===== src/rtl/alu_result_serializer_pkg.sv =====
// alu_result_serializer shared types and sizing helpers.
// Imported by the interface and the serializer top.
package alu_result_serializer_pkg;

  localparam int DEF_DATA_WIDTH = 16;
  localparam int DEF_BYTE_WIDTH = 8;
  localparam int DEF_NUM_BYTES  = DEF_DATA_WIDTH / DEF_BYTE_WIDTH;

  typedef enum logic {
    IDLE = 1'b0,
    SEND = 1'b1
  } state_t;

  function automatic int num_bytes(input int dw, input int bw);
    return dw / bw;
  endfunction

  function automatic int cnt_width(input int n);
    return (n > 1) ? $clog2(n) : 1;
  endfunction

endpackage


===== src/rtl/alu_result_serializer_if.sv =====
// ALU-result in / byte-stream out bundle.
// slave = serializer side, master = ALU + UART side.
interface alu_result_serializer_if
  import alu_result_serializer_pkg::*;
#(
  parameter int DATA_WIDTH = DEF_DATA_WIDTH,
  parameter int BYTE_WIDTH = DEF_BYTE_WIDTH
) ();

  logic [DATA_WIDTH-1:0] alu_out;
  logic                  alu_flag;
  logic                  tx_ready;
  logic                  clr_drop;
  logic [BYTE_WIDTH-1:0] tx_data;
  logic                  tx_valid;
  logic                  busy;
  logic                  done;
  logic                  drop;

  modport slave (
    input  alu_out,
    input  alu_flag,
    input  tx_ready,
    input  clr_drop,
    output tx_data,
    output tx_valid,
    output busy,
    output done,
    output drop
  );

  modport master (
    output alu_out,
    output alu_flag,
    output tx_ready,
    output clr_drop,
    input  tx_data,
    input  tx_valid,
    input  busy,
    input  done,
    input  drop
  );

endinterface


===== src/rtl/alu_result_serializer.sv =====
// Captures ALU results on alu_flag rise and streams them
// out as bytes over valid/ready, flagging lost results.
module alu_result_serializer
  import alu_result_serializer_pkg::*;
#(
  parameter int DATA_WIDTH = DEF_DATA_WIDTH,
  parameter int BYTE_WIDTH = DEF_BYTE_WIDTH,
  parameter bit LSB_FIRST  = 1'b1
) (
  input logic                     clk,
  input logic                     rst,
  alu_result_serializer_if.slave  bus
);

  localparam int NB = num_bytes(DATA_WIDTH, BYTE_WIDTH);
  localparam int CW = cnt_width(NB);
  localparam logic [CW-1:0] LAST = CW'(NB - 1);

  state_t                r_state;
  state_t                w_state_nxt;
  logic [DATA_WIDTH-1:0] r_shreg;
  logic [CW-1:0]         r_cnt;
  logic                  r_flag_d;
  logic                  r_done;
  logic                  r_drop;

  logic                  w_rise;
  logic                  w_hs;
  logic                  w_last_hs;
  logic                  w_load;
  logic                  w_drop_evt;
  logic                  w_tx_valid;
  logic                  w_busy;
  logic [BYTE_WIDTH-1:0] w_tx_data;
  logic [DATA_WIDTH-1:0] w_shifted;

  assign w_rise     = bus.alu_flag & ~r_flag_d;
  assign w_hs       = w_tx_valid & bus.tx_ready;
  assign w_last_hs  = w_hs & (r_cnt == LAST);
  // A rise on the last handshake reloads with no gap.
  assign w_load     = w_rise & ((r_state == IDLE) | w_last_hs);
  assign w_drop_evt = w_rise & (r_state == SEND) & ~w_last_hs;

  // State register.
  always_ff @(posedge clk) begin
    if (rst) r_state <= IDLE;
    else     r_state <= w_state_nxt;
  end

  // Next state: leave SEND only when no new word follows.
  always_comb begin
    w_state_nxt = r_state;
    unique case (r_state)
      IDLE: if (w_rise) w_state_nxt = SEND;
      SEND: if (w_last_hs && !w_rise) w_state_nxt = IDLE;
      default: w_state_nxt = IDLE;
    endcase
  end

  // Outputs: byte at the send end of the shift register.
  always_comb begin
    w_tx_valid = (r_state == SEND);
    w_busy     = (r_state == SEND);
    if (LSB_FIRST) begin
      w_tx_data = r_shreg[BYTE_WIDTH-1:0];
      w_shifted = r_shreg >> BYTE_WIDTH;
    end else begin
      w_tx_data = r_shreg[DATA_WIDTH-1 -: BYTE_WIDTH];
      w_shifted = r_shreg << BYTE_WIDTH;
    end
  end

  // Datapath, edge detector, done pulse and sticky drop.
  always_ff @(posedge clk) begin
    if (rst) begin
      r_shreg  <= '0;
      r_cnt    <= '0;
      r_flag_d <= 1'b0;
      r_done   <= 1'b0;
      r_drop   <= 1'b0;
    end else begin
      r_flag_d <= bus.alu_flag;
      r_done   <= w_last_hs;
      if (w_load) begin
        r_shreg <= bus.alu_out;
        r_cnt   <= '0;
      end else if (w_hs) begin
        r_shreg <= w_shifted;
        r_cnt   <= r_cnt + 1'b1;
      end
      if (w_drop_evt)        r_drop <= 1'b1;
      else if (bus.clr_drop) r_drop <= 1'b0;
    end
  end

  assign bus.tx_data  = w_tx_data;
  assign bus.tx_valid = w_tx_valid;
  assign bus.busy     = w_busy;
  assign bus.done     = r_done;
  assign bus.drop     = r_drop;

endmodule


===== src/flat_wrapper.sv =====
// flat-port wrapper written by rule: the top's interface ports become plain ports
module alu_result_serializer_flat import alu_result_serializer_pkg::*;
#(
  parameter int DATA_WIDTH = DEF_DATA_WIDTH,
  parameter int BYTE_WIDTH = DEF_BYTE_WIDTH,
  parameter bit LSB_FIRST  = 1'b1
)
  (clk, rst, bus_alu_out, bus_alu_flag, bus_tx_ready, bus_clr_drop, bus_tx_data, bus_tx_valid, bus_busy, bus_done, bus_drop);
  alu_result_serializer_if #(.DATA_WIDTH(DATA_WIDTH), .BYTE_WIDTH(BYTE_WIDTH)) bus_i ();
  input logic clk;
  input logic rst;
  input wire logic [$bits(bus_i.alu_out)-1:0] bus_alu_out;
  input wire logic [$bits(bus_i.alu_flag)-1:0] bus_alu_flag;
  input wire logic [$bits(bus_i.tx_ready)-1:0] bus_tx_ready;
  input wire logic [$bits(bus_i.clr_drop)-1:0] bus_clr_drop;
  output wire logic [$bits(bus_i.tx_data)-1:0] bus_tx_data;
  output wire logic [$bits(bus_i.tx_valid)-1:0] bus_tx_valid;
  output wire logic [$bits(bus_i.busy)-1:0] bus_busy;
  output wire logic [$bits(bus_i.done)-1:0] bus_done;
  output wire logic [$bits(bus_i.drop)-1:0] bus_drop;
  assign bus_i.alu_out = bus_alu_out;
  assign bus_i.alu_flag = bus_alu_flag;
  assign bus_i.tx_ready = bus_tx_ready;
  assign bus_i.clr_drop = bus_clr_drop;
  assign bus_tx_data = bus_i.tx_data;
  assign bus_tx_valid = bus_i.tx_valid;
  assign bus_busy = bus_i.busy;
  assign bus_done = bus_i.done;
  assign bus_drop = bus_i.drop;
  alu_result_serializer #(.DATA_WIDTH(DATA_WIDTH), .BYTE_WIDTH(BYTE_WIDTH), .LSB_FIRST(LSB_FIRST)) u_core (.clk(clk), .rst(rst), .bus(bus_i));
endmodule

===== config.mk =====
export PLATFORM = sky130hd
export DESIGN_NAME = alu_result_serializer_flat
export DESIGN_NICKNAME = d
export VERILOG_FILES = /design/src/rtl/alu_result_serializer_pkg.sv /design/src/rtl/alu_result_serializer_if.sv /design/src/rtl/alu_result_serializer.sv /design/src/flat_wrapper.sv
export SDC_FILE = /design/constraint.sdc
export NUM_CORES = 1
export LEC_CHECK = 0
export CORE_ASPECT_RATIO = 1.2
export CORE_UTILIZATION = 50
export CTS_BUF_LIST = sky130_fd_sc_hd__clkbuf_8
export CTS_CLUSTER_SIZE = 25
export DETAILED_ROUTE_END_ITERATION = 8
export GPL_ROUTABILITY_DRIVEN = 0
export PLACE_DENSITY = 0.87
export SKIP_LAST_GASP = 1
export SLEW_MARGIN = 10
export SYNTH_ARGS = -nofsm -noshare
export SYNTH_HDL_FRONTEND = slang
export SYNTH_SLANG_ARGS = --single-unit

===== constraint.sdc =====
create_clock -name clk -period 3.3 [get_ports clk]
set_clock_uncertainty 0.1 [all_clocks]
set_input_delay 0.66 -clock clk [delete_from_list [all_inputs] [get_ports clk]]
set_output_delay 0.66 -clock clk [all_outputs]
set_load 0.05 [all_outputs]

==> impl_metrics.toml, run 1 <==
[worst_setup_path]
cp-end-kind = "output pin"
cp-startpoint = "u_core.bus.busy"
timing.rr.start = "u_core.bus.busy"
cp-start-kind = "flop"
path_depth = 1
crit_family = "buffers and inverters"
path_cells = "clkdlybuf4s50_1"
crit_path_max_fanout = 5
slowest_delay_ps = 840
rr_worst_depth = 3
endpoint = "bus_busy"
reg2reg_to = "u_core.r_shreg[1]"
worstSetupPathType = "reg -> out"
critPathRequiredTime_ps = 2540
cp.arrival_ps = 1530
reg2reg_setup_slack_ps = 1640
cp_slowest_cell = "clkdlybuf4s50_1"
path_buf_inv = 1

[floorplanning]
io-pin-count = 33
start_util = 0.535
rows = 17
die_h_um = 50.5
design.core.area_sq_mm = 0.00183
die_w_um = 42.4
die_area_sq_mm = 0.00214

[sta]
hold_ws_ps = 391
setup_violations = 0
rsz0062_at_grt = "no"
final_max_slew_viol_count = 0
fin_ws_ps = 1010
max_freq_mhz = 436
fin_crit_ps = 2290
finalCritPeriodShare = 0.695
relSlewSlack = 0.497
hold_viol = 0
worst_slew_pin_slew_ps = 753
fin_setup_tns_ps = 0

[logic_synthesis]
synth_top_area_cell = "dfxtp_1"
synth-simple-area-share = 0.132
avgSynthCellArea_sq_um = 9.78
ys_ff_latch = 21
synth_fa_ha_area_frac = 0
synth_xor_area_frac = 0.00895
synthDistinctLibCells = 19
synth.top_cell.area_share = 0.430
synth_compound_area_frac = 0.219
yosysWarnings = 0
synthCells = 100
async_reset_ff_frac = 0
syn_area_sq_um = 978
yosysSeqAreaShare = 0.430
synth_top_family_by_area = "compound AO/OA/AOI/OAI gates"
synth.most_common_cell = "dfxtp_1"
synth_fp_nets = 121
synth.top_cells.by_area = "dfxtp_1 43%, mux2i_1 8.2%, buf_4 7.7%"
synth_commonest_cells = "21 x dfxtp_1, 10 x a21oi_1, 10 x buf_4, 9 x nor2_1"
muxShareOfSynthArea = 0.0818
synth_flop_cell = "dfxtp_1"
synth_edf_count = 0

[drt]
wirelength_um = 2060
routed-via-count = 806
drc = 0
drt_iter0_drc = 38
drt_pass1_iterations = 4
wl_per_cell_um = 14.8
post_drt_via_cell_ratio = 5.80
antenna_left = 0

[clock_tree]
htreeDepth = 1
path_clk_slew_ps = 80
insertion_delay_ps = 260
post_cts_resized = 0
root_buffer = "clkbuf_8"
hold_buffers = 0
cts_buffers = 3
post_cts_buffers = 0
cts_buffer_depth = 2
clkSinkCount = 21
cts_tree = "yes"

[pwr]
leakagePower_nw = 0.493
power.ir.vdd_worst_mv = 0.302
p_per_area_mw_per_mm2 = 473

[global_routing]
gr-total-overflow = 0
grt.total_usage = 0.202
grt_pass1_wl_um = 3310
grt_pass1_vias = 742
antenna_found_initial = 0
grt_max_degree = 22

[flow_run]
cap_violations = 0

[placement]
hpwl_um = 1350
io_buffers = 32
pre_cts_slack_ps = 803

[min_path]
hold_path_class = "reg -> reg"

[final_layout]
post-route-util = 0.683
syn2layout_area_growth_pct = 27.7
drive_gt1_frac = 0.0750
diodes = 0
nNetsFinal = 142

[run_status]
status = "finished clean"
[layer usage]
metal	wire, um	vias up	share of wire	global-route usage
met4	42	0	0.020	0.0833
met2	1040	21	0.50	0.338
met3	85	6	0.041	0.0252
met1	890	380	0.43	0.262
li1	-	399	-	-
met5	0	-	0	0
[registers in the layout, indices dropped and copies added, names as in the netlist]
| signal | cells |
|---|---|
| u_core.r_shreg | 16 |
| u_core.bus.drop | 1 |
| u_core.r_cnt | 1 |
| u_core.bus.busy | 1 |
| u_core.bus.done | 1 |
| u_core.r_flag_d | 1 |
[cells in the final DEF, fill, tap and decap left out, types with 2 or more instances in the layout]
master | Yosys | routed
nand3_1 | 8 | 8
mux2i_1 | 8 | 8
o211ai_1 | 8 | 8
dfxtp_1 | 21 | 21
nor2_1 | 9 | 9
nor2b_1 | 3 | 3
nand2_4 | 2 | 2
a221oi_1 | 8 | 8
a21oi_1 | 10 | 10
clkbuf_8 | 0 | 3
clkdlybuf4s50_1 | 0 | 32
[metrics by stage]
| step | total power [mW] | instance area, sq um | std cells |
|---|---|---|---|
| floorplan | 0.392 | 978 | 100 |
| detailed placement | 0.430 | 1200 | 135 |
| CTS | 0.593 | 1250 | 139 |
| finish | 0.592 | 1250 | 139 |
| global placement | 0.427 | 1200 | 135 |
| global route | 0.615 | 1250 | 139 |
[worst min-delay path by stage]
stage	from	endpoint	slack, ps	cells after the start
global placement	u_core.r_shreg[15]	u_core.r_shreg[15]	380	2
floorplan	u_core.r_shreg[10]	u_core.r_shreg[10]	370	2
global route	u_core.r_shreg[10]	u_core.r_shreg[10]	420	2
CTS	u_core.r_shreg[10]	u_core.r_shreg[10]	400	2
detailed placement	u_core.r_shreg[12]	u_core.r_shreg[12]	380	2
finish	u_core.r_shreg[10]	u_core.r_shreg[10]	390	2
[where the power goes]
part | leakage, nW | switching (mW) | internal (mW)
clock network | 0.0255 | 0.0827 | 0.0840
logic | 0.295 | 0.0837 | 0.0608
registers | 0.173 | 0.0103 | 0.270
total | 0.493 | 0.177 | 0.415
[final cells by class]
class,count,area (sq um)
fillers,136,579
multi-input cells,62,432
well taps,19,23.8
clock buffers,3,41.3
repair buffers,33,328
flip-flops and latches,21,420
clock inverters,1,5.00
[cells by family after synthesis]
kind of cell    after synthesis
mux                           8
flops                        21
compound gates               29
xor+xnor                      1
simple gates                 24
buf+inv                      17
Power figures use the tool's default switching activity.
==> run 2, diff against run 1 <==
CORE_UTILIZATION = 42   (was 50)
PLACE_DENSITY = 0.78   (was 0.87)
clock period = 2 ns   (was 3.3 ns; I/O delays follow)
==> impl_metrics.toml, run 2 (synthesized netlist as in run 1, its figures left out) <==
[drt]
drt-met1-wl_um = 894
wl_per_cell_um = 13.1
top_layer_used = "met4"
wirelength_um = 2040
drt_pass1_iterations = 6
met2WireLength_um = 1040
antenna_left = 0
routed-via-count = 800
drc = 0
post_drt_via_cell_ratio = 5.16
drt_iter0_drc = 19
wl_met3_um = 52

[final_layout]
post-route-util = 0.612
drive_gt1_frac = 0.128
largest_reg_flops = 16
final_cell_mix = "30 x clkdlybuf4s50_1, 21 x dfxtp_1, 10 x a21oi_1, 9 x nor2_1"
diodes = 0
final_common_cell = "clkdlybuf4s50_1"
regMostFlops = "u_core.r_shreg"
syn2layout_area_growth_pct = 32.5
final_area_sq_mm = 0.00130
nFillCells = 201
nNetsFinal = 147

[pwr]
p_per_area_mw_per_mm2 = 758
power.ir.vdd_worst_mv = 0.464
leakagePower_nw = 0.519

[global_routing]
grt_pass1_wl_um = 3240
antenna_found_initial = 0
gr-total-overflow = 0
grt_max_degree = 22
grt_pass1_vias = 731
grt.total_usage = 0.185

[floorplanning]
die_w_um = 46.1
start_util = 0.462
rows = 18
die_h_um = 54.9
io-pin-count = 33
design.core.area_sq_mm = 0.00212
die_area_sq_mm = 0.00253

[sta]
hold_viol = 0
finalCritPeriodShare = 0.965
fin_setup_tns_ps = 0
rsz0062_at_grt = "no"
worst_slew_pin_slew_ps = 501
setup_violations = 0
fin_crit_ps = 1930
relSlewSlack = 0.665
max_freq_mhz = 518
final_max_slew_viol_count = 0
fin_ws_ps = 70.7

[worst_setup_path]
slowest_delay_ps = 810
cp.arrival_ps = 1430
crit_path_max_fanout = 2
path_depth = 1
reg2reg_setup_slack_ps = 580
cp-start-kind = "flop"
rr_worst_depth = 3
path_cells = "clkdlybuf4s50_1"
critPathRequiredTime_ps = 1500
cp_slowest_cell = "clkdlybuf4s50_1"
crit_family = "buffers and inverters"
cp-end-kind = "output pin"
reg2reg_to = "u_core.r_shreg[12]"
path_buf_inv = 1
timing.rr.start = "u_core.bus.busy"
worstSetupPathType = "reg -> out"

[placement]
pre_cts_slack_ps = 131
hpwl_um = 1430
io_buffers = 32
placed_area_sq_mm = 0.00125

[clock_tree]
htreeDepth = 1
cts_buffer_depth = 2
insertion_delay_ps = 260
cts_buffers = 3
post_cts_buffers = 0
clkSinkCount = 21
root_buffer = "clkbuf_8"
path_clk_slew_ps = 70
cts_tree = "yes"
hold_buffers = 0
post_cts_resized = 0

[flow_run]
cap_violations = 0

[min_path]
whs_endpoint = "u_core.r_shreg[10]"
hold_path_startpoint = "u_core.r_shreg[10]"
hold_path_class = "reg -> reg"
min_path_cells = 2

[run_status]
status = "finished clean"
[run 2: changes by cell type in the layout (fill, tap and decap cells not counted)]
cell	before	now
clkdlybuf4s50_1	32	30
buf_4	1	8
[run 2: where the power goes]
part           switching [mW]  total (mW)  internal (mW)
clock                   0.134       0.273          0.139
sequential             0.0171       0.463          0.446
combinational           0.138       0.246          0.108
total                   0.289       0.982          0.693
[run 2: through the flow]
step | power, mW | hold slack (ps) | cells
floorplan | 0.647 | 368 | 100
global placement | 0.715 | 379 | 151
detailed placement | 0.719 | 383 | 151
CTS | 0.992 | 393 | 155
global route | 1.03 | 413 | 155
finish | 0.982 | 394 | 155
[run 2: worst max-delay path by stage]
stage / slack, ps / to / startpoint
2_1_floorplan: 420 / u_core.r_shreg[10] / u_core.bus.busy
3_3_place_gp: 180 / u_core.r_shreg[6] / bus_tx_ready
3_5_place_dp: 130 / u_core.r_shreg[4] / bus_tx_ready
4_1_cts: 70 / bus_tx_data[4] / u_core.r_shreg[4]
5_1_grt: 30 / bus_tx_data[0] / u_core.r_shreg[0]
6_report: 70 / bus_tx_data[4] / u_core.r_shreg[4]
[run 2: cell type report]
class,instances,area (sq um),share of cell area
multi-input combinational,62,432,0.333
sequential,21,420,0.324
timing repair buffer,38,360,0.278
clock buffer,3,41.3,0.0319
tap,30,37.5,0.0290
clock inverter,1,5.00,0.00386
[run 2: metal layers]
layer / vias to the layer above / track usage
li1: 406 / -
met1: 369 / 0.222
met2: 21 / 0.310
met3: 4 / 0.00990
met4: 0 / 0.132
met5: - / 0
==> run 3, diff against run 2 <==
ABC_CLOCK_PERIOD_IN_PS = 2000   (was default)
==> results of run 3 <==
The final DEF is identical to that of run 2; final timing and power are the same.
